<file path="src/rtl/swd_target.sv">
// Target-side SWD-DP serial engine: oversamples the host's swclk/swdio on clk,
// decodes request headers, answers with ACK and read data, and receives write
// data, handing decoded transactions to an upstream register model.
module swd_target #(
    parameter int unsigned SYNC_STAGES = 2,
    parameter int unsigned LRST_BITS   = 50,
    parameter int unsigned STATETRACE  = 0
) (
    input  logic        clk,
    input  logic        rst,
    input  logic        swclk,
    input  logic        swdi,
    output logic        swdo,
    output logic        swwr,
    output logic        apndp,
    output logic        rnw,
    output logic [1:0]  addr32,
    output logic        req,
    input  logic [2:0]  ack,
    input  logic [31:0] din,
    output logic [31:0] dout,
    output logic        wr,
    output logic        err,
    output logic        lrst
);

    localparam int unsigned    LW       = $clog2(LRST_BITS + 1);
    localparam logic [LW-1:0] LRST_MAX = LW'(LRST_BITS);
    localparam logic [LW-1:0] LRST_PRE = LW'(LRST_BITS - 1);

    typedef enum logic [2:0] {
        S_IDLE,
        S_HDR,
        S_TRN1,
        S_ACK,
        S_RDATA,
        S_TRN2,
        S_TRN2W,
        S_WDATA
    } state_t;

    state_t                 state_q, state_d;
    logic [SYNC_STAGES-1:0] swclk_sync_q, swclk_sync_d;
    logic [SYNC_STAGES-1:0] swdi_sync_q, swdi_sync_d;
    logic                   swclk_prev_q, swclk_prev_d;
    logic [5:0]             bit_cnt_q, bit_cnt_d;
    logic [32:0]            shift_q, shift_d;
    logic [32:0]            rdata_q, rdata_d;
    logic [2:0]             ack_q, ack_d;
    logic [LW-1:0]          lcnt_q, lcnt_d;
    logic                   swdo_q, swdo_d;
    logic                   swwr_q, swwr_d;
    logic                   apndp_q, apndp_d;
    logic                   rnw_q, rnw_d;
    logic [1:0]             addr32_q, addr32_d;
    logic                   req_q, req_d;
    logic [31:0]            dout_q, dout_d;
    logic                   wr_q, wr_d;
    logic                   err_q, err_d;
    logic                   lrst_q, lrst_d;

    logic                   swclk_s;
    logic                   swdi_s;
    logic                   sw_edge;
    logic [6:0]             hdr;
    logic                   hdr_ok;

    assign swclk_s = swclk_sync_q[SYNC_STAGES-1];
    assign swdi_s  = swdi_sync_q[SYNC_STAGES-1];
    assign sw_edge = swclk_s & ~swclk_prev_q;

    // Next-state, datapath and output decode; all protocol work happens on a detected swclk rising edge.
    always_comb begin
        state_d      = state_q;
        swclk_sync_d = {swclk_sync_q[SYNC_STAGES-2:0], swclk};
        swdi_sync_d  = {swdi_sync_q[SYNC_STAGES-2:0], swdi};
        swclk_prev_d = swclk_s;
        bit_cnt_d    = bit_cnt_q;
        shift_d      = shift_q;
        rdata_d      = rdata_q;
        ack_d        = ack_q;
        lcnt_d       = lcnt_q;
        swdo_d       = swdo_q;
        swwr_d       = swwr_q;
        apndp_d      = apndp_q;
        rnw_d        = rnw_q;
        addr32_d     = addr32_q;
        dout_d       = dout_q;
        req_d        = 1'b0;
        wr_d         = 1'b0;
        err_d        = 1'b0;
        lrst_d       = 1'b0;
        hdr          = shift_d[32:26];
        hdr_ok       = 1'b0;

        if (sw_edge) begin
            if (!swdi_s) begin
                lcnt_d = '0;
            end else if (!swwr_q && (lcnt_q != LRST_MAX)) begin
                lcnt_d = lcnt_q + 1'b1;
            end

            unique case (state_q)
                S_IDLE: begin
                    // Only a 1 that follows a 0 can be a start bit.
                    if (swdi_s && (lcnt_q == '0)) begin
                        bit_cnt_d = '0;
                        state_d   = S_HDR;
                    end
                end
                S_HDR: begin
                    shift_d   = {swdi_s, shift_q[32:1]};
                    bit_cnt_d = bit_cnt_q + 1'b1;
                    hdr       = shift_d[32:26];
                    hdr_ok    = ((^hdr[3:0]) == hdr[4]) && !hdr[5] && hdr[6];
                    if (bit_cnt_q == 6'd6) begin
                        if (hdr_ok) begin
                            apndp_d  = hdr[0];
                            rnw_d    = hdr[1];
                            addr32_d = {hdr[3], hdr[2]};
                            req_d    = 1'b1;
                            state_d  = S_TRN1;
                        end else begin
                            err_d   = 1'b1;
                            state_d = S_IDLE;
                        end
                    end
                end
                S_TRN1: begin
                    ack_d     = ack;
                    rdata_d   = {^din, din};
                    swwr_d    = 1'b1;
                    bit_cnt_d = '0;
                    state_d   = S_ACK;
                end
                S_ACK: begin
                    swdo_d    = ack_q[bit_cnt_q[1:0]];
                    bit_cnt_d = bit_cnt_q + 1'b1;
                    if (bit_cnt_q == 6'd2) begin
                        bit_cnt_d = '0;
                        if (ack_q == 3'b001) begin
                            state_d = rnw_q ? S_RDATA : S_TRN2W;
                        end else begin
                            state_d = S_TRN2;
                        end
                    end
                end
                S_RDATA: begin
                    swdo_d    = rdata_q[bit_cnt_q];
                    bit_cnt_d = bit_cnt_q + 1'b1;
                    if (bit_cnt_q == 6'd32) begin
                        state_d = S_TRN2;
                    end
                end
                S_TRN2: begin
                    swwr_d  = 1'b0;
                    state_d = S_IDLE;
                end
                S_TRN2W: begin
                    swwr_d    = 1'b0;
                    bit_cnt_d = '0;
                    state_d   = S_WDATA;
                end
                S_WDATA: begin
                    shift_d   = {swdi_s, shift_q[32:1]};
                    bit_cnt_d = bit_cnt_q + 1'b1;
                    if (bit_cnt_q == 6'd32) begin
                        if ((^shift_d[31:0]) == shift_d[32]) begin
                            dout_d = shift_d[31:0];
                            wr_d   = 1'b1;
                        end else begin
                            err_d = 1'b1;
                        end
                        state_d = S_IDLE;
                    end
                end
                default: state_d = S_IDLE;
            endcase

            // Line reset pre-empts whatever the current phase would have produced.
            if (swdi_s && !swwr_q && (lcnt_q == LRST_PRE)) begin
                lrst_d  = 1'b1;
                swwr_d  = 1'b0;
                req_d   = 1'b0;
                wr_d    = 1'b0;
                err_d   = 1'b0;
                state_d = S_IDLE;
            end
        end
    end

    // State and output registers with asynchronous active-low reset.
    always_ff @(posedge clk or negedge rst) begin
        if (!rst) begin
            state_q      <= S_IDLE;
            swclk_sync_q <= '0;
            swdi_sync_q  <= '0;
            swclk_prev_q <= 1'b0;
            bit_cnt_q    <= '0;
            shift_q      <= '0;
            rdata_q      <= '0;
            ack_q        <= '0;
            lcnt_q       <= '0;
            swdo_q       <= 1'b0;
            swwr_q       <= 1'b0;
            apndp_q      <= 1'b0;
            rnw_q        <= 1'b0;
            addr32_q     <= '0;
            req_q        <= 1'b0;
            dout_q       <= '0;
            wr_q         <= 1'b0;
            err_q        <= 1'b0;
            lrst_q       <= 1'b0;
        end else begin
            state_q      <= state_d;
            swclk_sync_q <= swclk_sync_d;
            swdi_sync_q  <= swdi_sync_d;
            swclk_prev_q <= swclk_prev_d;
            bit_cnt_q    <= bit_cnt_d;
            shift_q      <= shift_d;
            rdata_q      <= rdata_d;
            ack_q        <= ack_d;
            lcnt_q       <= lcnt_d;
            swdo_q       <= swdo_d;
            swwr_q       <= swwr_d;
            apndp_q      <= apndp_d;
            rnw_q        <= rnw_d;
            addr32_q     <= addr32_d;
            req_q        <= req_d;
            dout_q       <= dout_d;
            wr_q         <= wr_d;
            err_q        <= err_d;
            lrst_q       <= lrst_d;
        end
    end

    // State tracing is a simulation-only aid; the synthesizable view carries no trace logic.
    if (STATETRACE != 0) begin : g_trace
    end

    assign swdo   = swdo_q;
    assign swwr   = swwr_q;
    assign apndp  = apndp_q;
    assign rnw    = rnw_q;
    assign addr32 = addr32_q;
    assign req    = req_q;
    assign dout   = dout_q;
    assign wr     = wr_q;
    assign err    = err_q;
    assign lrst   = lrst_q;

endmodule

</file>
<file path="config.mk">
export PLATFORM = sky130hd
export DESIGN_NAME = swd_target
export DESIGN_NICKNAME = d
export VERILOG_FILES = /design/src/rtl/swd_target.sv
export SDC_FILE = /design/constraint.sdc
export NUM_CORES = 1
export LEC_CHECK = 0
export CAP_MARGIN = 5
export CORE_UTILIZATION = 40
export CTS_CLUSTER_DIAMETER = 120
export CTS_CLUSTER_SIZE = 30
export DETAILED_ROUTE_END_ITERATION = 10
export GPL_TIMING_DRIVEN = 0
export PLACE_DENSITY = 0.62
export SKIP_CTS_REPAIR_TIMING = 1
export SYNTH_ARGS = -nofsm -noshare
export SYNTH_HDL_FRONTEND = slang
export SYNTH_SLANG_ARGS = --single-unit
</file>
<file path="constraint.sdc">
create_clock -name clk -period 3.9 [get_ports clk]
set_clock_uncertainty 0.05 [all_clocks]
set_input_delay 0.585 -clock clk [delete_from_list [all_inputs] [get_ports clk]]
set_output_delay 0.585 -clock clk [all_outputs]
set_load 0.03 [all_outputs]
</file>
==> reports/metrics.yaml, run 1 <==
status: "finished clean"
hold_path_class: "in -> async"
nFillCells: 1332
cp_max_fo: 10
htreeDepth: 4
cts_buffers: 17
grt_util_all_layers_pct: 16.5
max_stage_delay_ns: 0.53
worstSetupStartpoint: "bit_cnt_q[0]"
finalCriticalPeriod_ns: 2.85
reg2reg_from: "bit_cnt_q[0]"
final.period_utilization_pct: 73.1
io_pins: 81
setup_viol: 0
fmax_ghz: 0.351
cap_violations: 0
viasPerCell: 5.12
grt.overflow.total: 0
cts_buffer_depth: 2
drt_pass1_iterations: 4
place_ws_ns: 1.08
final_util_pct: 52.0
synth_edf_count: 0
cts_tree: "done"
io_buffers: 80
synthFlopType: "dfrtp_1"
leakage_nw: 3.45
num_vias: 3975
syn2layout_area_growth_pct: 27.2
cp-end-kind: "flip-flop"
dp_hpwl_mm: 8.78
dpl.cell_count: 744
synth.net_count: 521
detail-route-antenna-nets: 0
grt_max_degree: 75
ys_ff_latch: 130
finalHoldViolCount: 0
grt_first_pass_wirelength_mm: 20.4
dieArea_sq_mm: 0.0160
crit_required_ns: 4.15
insertion_delay_ns: 0.42
wl_per_cell_um: 15.6
final_area_sq_mm: 0.00790
layout-drive-gt1-share_pct: 26.4
setup_ws_ns: 1.05
slowest_stage: "nor4b_1"
drt_iter0_markers: 199
p_total_mw: 4.96
antenna_found_initial: 0
die_x_um: 127
rr_worst_depth: 8
fp-row-count: 45
core_sq_mm: 0.0152
cp-start-kind: "flip-flop"
maxSlewViolCount: 0
final_cells: 776
initial_core_util_pct: 40.9
async_reset_ff_share_pct: 100
met2_usage_pct: 26.7
diodes: 0
synth.cell_area_sq_mm: 0.00621
grt.busiest_layer: "met2"
worstPathArrival_ns: 3.10
die_y_um: 127
max_slew_margin_pct: 31.0
ir_drop_mv: 0.338
path_class: "reg -> reg"
syn_avg_cell_area_sq_um: 13.1
drc: 0
use_met1_pct: 20.6
root_buffer: "clkbuf_16"
final_nets: 621
placed_area_sq_mm: 0.00728
place.gp.congestion: 0.878
synth-seq-area-share_pct: 52.4
grt_pass1_vias: 4033
power_density_mw_per_mm2: 627
synthCells: 475
finalWirelength_mm: 12.1
ys_types: 48
grt_use_met3_pct: 5.36
rsz0062_at_grt: "no"
crit_chain: "buf_2 > inv_1 > ha_1 > nor4b_1 > nand3_1 > nor3_1 > and2_0 > mux2_2"
path_clk_slew_ns: 0.06
yosysWarnings: 0
cts_sinks: 130
tightest_slew_ns: 1.02
cell families (layout without fill, tap and decap cells):
| kind of cell | Yosys count | after routing | share of synthesized area, % |
|---|---|---|---|
| fa+ha+maj | 7 | 7 | 1.41 |
| xor+xnor | 62 | 62 | 9.20 |
| flops | 130 | 130 | 52.4 |
| buf+inv | 30 | 143 | 2.52 |
| mux | 121 | 121 | 23.4 |
| simple gates | 72 | 72 | 6.14 |
| compound gates | 53 | 53 | 4.95 |
synthesized netlist by cell type, drive strengths merged (2+ instances only):
cell,count,share of area [%]
clkbuf,13,0.79
mux2,104,19
nand4,2,0.20
nor2b,7,0.70
xnor2,52,7.3
inv,11,0.66
nor4b,2,0.28
nand2,17,1.0
ha,7,1.4
xor2,8,1.1
buf,6,1.1
and2,2,0.20
dfrtp,130,52
a21oi,13,1.0
o31ai,5,0.60
nor3,5,0.40
mux4,8,2.9
nor2,12,0.73
xnor3,2,0.75
nor3b,2,0.24
a31oi,2,0.20
o21ai,25,2.0
and3,3,0.30
nand2b,3,0.30
or2,2,0.20
mux2i,9,1.7
nand3,9,0.73
metal layers:
metal	routed length, um	up-vias
met3	614	11
met5	0	-
met4	112	0
met1	5450	1969
li1	-	1887
met2	5960	108
report_power, final:
part           leakage (nW)  total (mW)  switching, mW  internal (mW)
Combinational          1.45        1.45          0.637          0.813
Sequential             1.70        1.84          0.215           1.63
Clock                 0.298        1.67          0.584           1.08
Total                  3.45        4.96           1.44           3.52
state kept, by name (all words and copies together), names as in the netlist, 2 cells and up:
register      flops
ack_q             3
addr32            2
bit_cnt_q         6
dout             32
lcnt_q            6
rdata_q          33
shift_q          32
state_q           3
swclk_sync_q      2
swdi_sync_q       2
through the flow:
stage	hold slack, ns	TNS [ns]
after floorplan	0.239	0
after global placement	0.293	-383.25
after detailed placement	0.292	0
after CTS	0.0905	0
after global routing	0.106	0
final	0.0859	0
layout by cell type, fill, tap and decap left out, types with 4 or more instances in the layout:
cell type	n
mux2i_1	8
xor2_1	8
clkdlybuf4s50_1	79
bufinv_16	4
clkbuf_1	13
xnor2_1	52
nor3_1	5
mux4_2	8
nand2_1	17
o21ai_0	24
o31ai_1	5
nor2b_1	7
nand3_1	9
clkinv_2	4
clkbuf_16	17
clkinvlp_4	4
a21oi_1	13
mux2_2	103
dfrtp_1	130
nor2_1	12
inv_1	11
ha_1	7
worst max-delay path: cells and delay by family (launching register included):
kind	cells	cell delay (ns)
muxes	1	0.37
and+or+nand+nor	4	1.33
DFF	1	0.44
buffers and inverters	2	0.37
adders and majority gates	1	0.16
worst paths after layout:
check | endpoint | slack, ns
max | apndp | 1.05
min | dout[14] | 0.09
max reg2reg | apndp | 1.05
min reg2reg | swclk_sync_q[1] | 0.30
max in group asynchronous | bit_cnt_q[1] | 2.98
min in group clk | swclk_sync_q[1] | 0.30
final cells by class:
| class | instances | area, sq um | share of cell area, % |
|---|---|---|---|
| Sequential cell | 130 | 3250 | 41.2 |
| Multi-Input combinational cell | 315 | 2800 | 35.5 |
| Timing Repair Buffer | 81 | 830 | 10.5 |
| Clock buffer | 18 | 439 | 5.56 |
| Tap cell | 188 | 235 | 2.98 |
| Clock inverter | 14 | 188 | 2.37 |
| Buffer | 19 | 115 | 1.46 |
| Inverter | 11 | 41.3 | 0.522 |
Note: power is estimated with default switching activity, not from simulation.
==> run 2, diff against run 1 <==
PLACE_DENSITY = 0.64   (was 0.62)
clock period = 2.6 ns   (was 3.9 ns; I/O delays follow)
==> reports/metrics.yaml, run 2 (same netlist as run 1, synthesis figures left out) <==
multiInputGateArea_sq_mm: 0.00284
hold_path_class: "reg -> reg"
cp-end-kind: "flip-flop"
path_class: "reg -> reg"
insertion_delay_ns: 0.41
worstPathArrival_ns: 2.71
r2r-end: "dout[6]"
maxSlewViolCount: 0
die_y_um: 127
power_density_mw_per_mm2: 925
grt_pass1_vias: 4166
largest_register: "rdata_q"
die_x_um: 127
reg2reg_from: "shift_q[26]"
viasPerCell: 5.08
layout-drive-gt1-share_pct: 27.2
fmax_ghz: 0.405
status: "finished clean"
io_pins: 81
setup_viol: 0
finalCriticalPeriod_ns: 2.47
finalWirelength_mm: 12.0
leakage_nw: 3.47
core_sq_mm: 0.0152
nFillCells: 1332
antenna_found_initial: 0
cts_buffer_depth: 2
final_cell_mix: "130 x dfrtp_1, 103 x mux2_2, 79 x clkdlybuf4s50_1"
finalHoldViolCount: 0
num_vias: 3960
diodes: 0
rr_worst_depth: 8
cp-start-kind: "flip-flop"
hold_end: "swclk_sync_q[1]"
drc: 0
max_slew_margin_pct: 60.4
dieArea_sq_mm: 0.0160
grt_max_degree: 70
drt_iter0_markers: 198
cts_tree: "done"
largest_register_ff_count: 33
dp_hpwl_mm: 8.67
dpl.cell_count: 744
tightest_slew_ns: 0.594
fp-row-count: 45
final.period_utilization_pct: 95.1
ir_drop_mv: 0.449
grt_first_pass_wirelength_mm: 20.5
cts_buffers: 17
cp_max_fo: 10
final_nets: 625
root_buffer: "clkbuf_16"
syn2layout_area_growth_pct: 28.2
cap_violations: 0
path_clk_slew_ns: 0.05
initial_core_util_pct: 40.9
hold_start: "swclk_sync_q[0]"
rrSetupSlack_ns: 0.13
crit_required_ns: 2.84
place.gp.congestion: 0.837
seq_area_sq_mm: 0.00325
grt_util_all_layers_pct: 16.3
detail-route-antenna-nets: 0
htreeDepth: 4
grt.overflow.total: 0
io_buffers: 80
wl_per_cell_um: 15.4
whs_path_depth: 0
drt_pass1_iterations: 4
cts_sinks: 130
final_cells: 780
final_common_cell: "dfrtp_1"
p_total_mw: 7.36
[run 2: changes by cell type in the layout (fill, tap and decap cells not counted), sizes merged]
cell,before,now
dlygate4sd3,0,1
clkinv,6,4
clkbuf,31,37
clkinvlp,4,3
bufinv,4,3
buf,8,9
[run 2: worst max-delay path by stage]
stage	depth (start not counted)	endpoint	from
floorplan	9	state_q[1]	bit_cnt_q[0]
global placement	1	rdata_q[26]	rst
detailed placement	8	addr32[0]	bit_cnt_q[0]
CTS	8	addr32[0]	bit_cnt_q[0]
global route	8	dout[30]	shift_q[26]
finish	8	dout[6]	shift_q[26]
[run 2: final cells by class]
cell class              instances  area share [%]
flip-flops and latches        130            40.9
multi-input cells             315            35.7
clock inverters                10            1.67
repair buffers                 85            11.0
clock buffers                  22            5.83
inverters                      11           0.519
plain buffers                  19            1.51
well taps                     188            2.95
[run 2: metrics by stage]
stage / TNS [ns] / instance area [sq um] / setup slack, ns / hold slack, ns / utilization, %
final: 0 / 7960 / 0.128 / 0.303 / 52.4
after global placement: -518.16 / 7250 / -3.98 / 0.288 / 47.7
after detailed placement: -2.64 / 7280 / -0.292 / 0.290 / 47.9
after global routing: -0.00301 / 7960 / -0.00222 / 0.325 / 52.4
after CTS: -2.99 / 7870 / -0.309 / -0.0764 / 51.8
after floorplan: 0 / 6210 / 0.214 / 0.0444 / -
[run 2: worst max-delay path, cell delays in order (launching register included)]
cell and delay, ns:
dfrtp_1 0.42, xnor2_1 0.21, xnor2_1 0.17, xnor3_2 0.50, and4_1 0.22, mux2i_4 0.16
buf_12 0.15, buf_8 0.13, mux2_2 0.34
[run 2: layer usage]
metal,vias up,track usage [%],routed length (um)
li1,1887,-,-
met3,7,4.93,535
met4,0,5.10,79
met5,-,0,0
met1,1964,20.6,5400
met2,102,27.0,6030
[run 2: report_power, final]
group          leakage (nW)  total [mW]  internal, mW  switching, mW
Clock                 0.286        2.39          1.55          0.842
Sequential             1.70        2.75          2.44          0.308
Combinational          1.49        2.22          1.23          0.991
Total                  3.47        7.36          5.22           2.14
==> run 3, diff against run 2 <==
PLACE_DENSITY = 0.71   (was 0.64)
==> reports/metrics.yaml, run 3 (same netlist as run 1, synthesis figures left out) <==
path_clk_slew_ns: 0.05
power_density_mw_per_mm2: 938
syn2layout_area_growth_pct: 28.8
leakage_nw: 3.49
detail-route-antenna-nets: 0
drt_pass1_iterations: 4
worstSetupStartpoint: "shift_q[12]"
grt_first_pass_wirelength_mm: 21.3
cts_tree: "done"
p_sw_mw: 2.15
met2_usage_pct: 28.1
grt_max_degree: 68
grt.overflow.total: 0
drc: 0
grt_util_all_layers_pct: 17.2
place.gp.congestion: 0.852
final_util_pct: 52.6
finalCriticalPeriod_ns: 2.48
wl_per_cell_um: 16.0
fmax_ghz: 0.403
core_sq_mm: 0.0152
use_met1_pct: 21.0
fp-row-count: 45
finalWirelength_mm: 12.5
insertion_delay_ns: 0.41
p_comb_share_pct: 29.3
final_nets: 624
hold_start: "swclk_sync_q[0]"
dp_hpwl_mm: 8.91
clkPwrFrac_pct: 34.1
dpl.cell_count: 744
hold_end: "swclk_sync_q[1]"
path_class: "reg -> reg"
rr_worst_depth: 8
dieArea_sq_mm: 0.0160
worstPathArrival_ns: 2.73
r2r-end: "dout[8]"
hold_path_class: "reg -> reg"
p_int_mw: 5.36
grt_pass1_vias: 4306
crit_required_ns: 2.84
max_slew_margin_pct: 56.3
initial_core_util_pct: 40.9
grt.busiest_layer: "met2"
cts_sinks: 130
cap_violations: 0
drt_iter0_markers: 240
final_common_cell: "dfrtp_1"
final_cells: 778
cp-start-kind: "flip-flop"
final.period_utilization_pct: 95.5
antenna_found_initial: 0
largest_register: "rdata_q"
maxSlewViolCount: 0
rrSetupSlack_ns: 0.12
rsz0062_at_grt: "no"
nFillCells: 1284
cts_buffer_depth: 2
num_vias: 4043
largest_register_ff_count: 33
io_buffers: 80
die_y_um: 127
finalHoldViolCount: 0
cp-end-kind: "flip-flop"
reg2reg_from: "shift_q[12]"
htreeDepth: 4
layout-drive-gt1-share_pct: 27.3
status: "finished clean"
cts_buffers: 17
grt_use_met3_pct: 5.90
seqPwrFrac_pct: 36.6
cp_max_fo: 10
die_x_um: 127
final_cell_mix: "130 x dfrtp_1, 103 x mux2_2, 79 x clkdlybuf4s50_1"
tns_ns: 0
tightest_slew_ns: 0.650
io_pins: 81
diodes: 0
whs_path_depth: 0
root_buffer: "clkbuf_16"
ir_drop_mv: 0.580
setup_viol: 0
viasPerCell: 5.20
p_sw_share_pct: 28.6
run 3: worst max-delay path, cell delays in order, from the launching register on:
cell	delay, ns
dfrtp_1	0.42
xor2_1	0.18
xnor2_1	0.21
xnor2_1	0.17
xnor3_2	0.50
mux2i_4	0.20
buf_12	0.15
buf_8	0.13
mux2_2	0.35
run 3: power by group through the flow:
stage / Clock, mW / Sequential [mW] / Combinational [mW]
floorplan: 0 / 2.69 / 1.74
global placement: 0 / 2.76 / 2.14
detailed placement: 0 / 2.78 / 2.20
CTS: 2.61 / 2.75 / 2.22
global route: 2.70 / 2.81 / 2.42
finish: 2.56 / 2.75 / 2.20
run 3: metal layers:
layer	up-vias	part of all wire, %
met5	-	0
met2	122	49
met1	2015	44
met3	12	5.9
li1	1894	-
met4	0	1.2
run 3: worst max path at each step:
stage	cells after the start	to	slack, ns
floorplan	9	state_q[1]	0.21
global route	9	state_q[1]	0.002
finish	8	dout[8]	0.12
detailed placement	8	apndp	-0.31
CTS	8	apndp	-0.34
global placement	1	rdata_q[22]	-3.82
run 3: layout make-up:
class	instances	area (sq um)	share of cell area, %
tap	188	235	2.94
clock inverter	10	181	2.27
timing repair buffer	84	867	10.8
buffer	19	121	1.52
inverter	11	41.3	0.516
sequential	130	3250	40.7
multi-input combinational	315	2850	35.6
clock buffer	21	450	5.63
run 3: per-stage QoR:
step                      setup slack (ns)  cell area (sq um)  hold WS [ns]  power (mW)
after detailed placement            -0.314               7280         0.297        4.98
final                                0.116               8000         0.306        7.50
after global placement               -3.82               7250         0.283        4.90
after floorplan                      0.214               6210        0.0444        4.43
after CTS                           -0.343               7910       -0.0786        7.57
after global routing               0.00196               8000         0.325        7.93
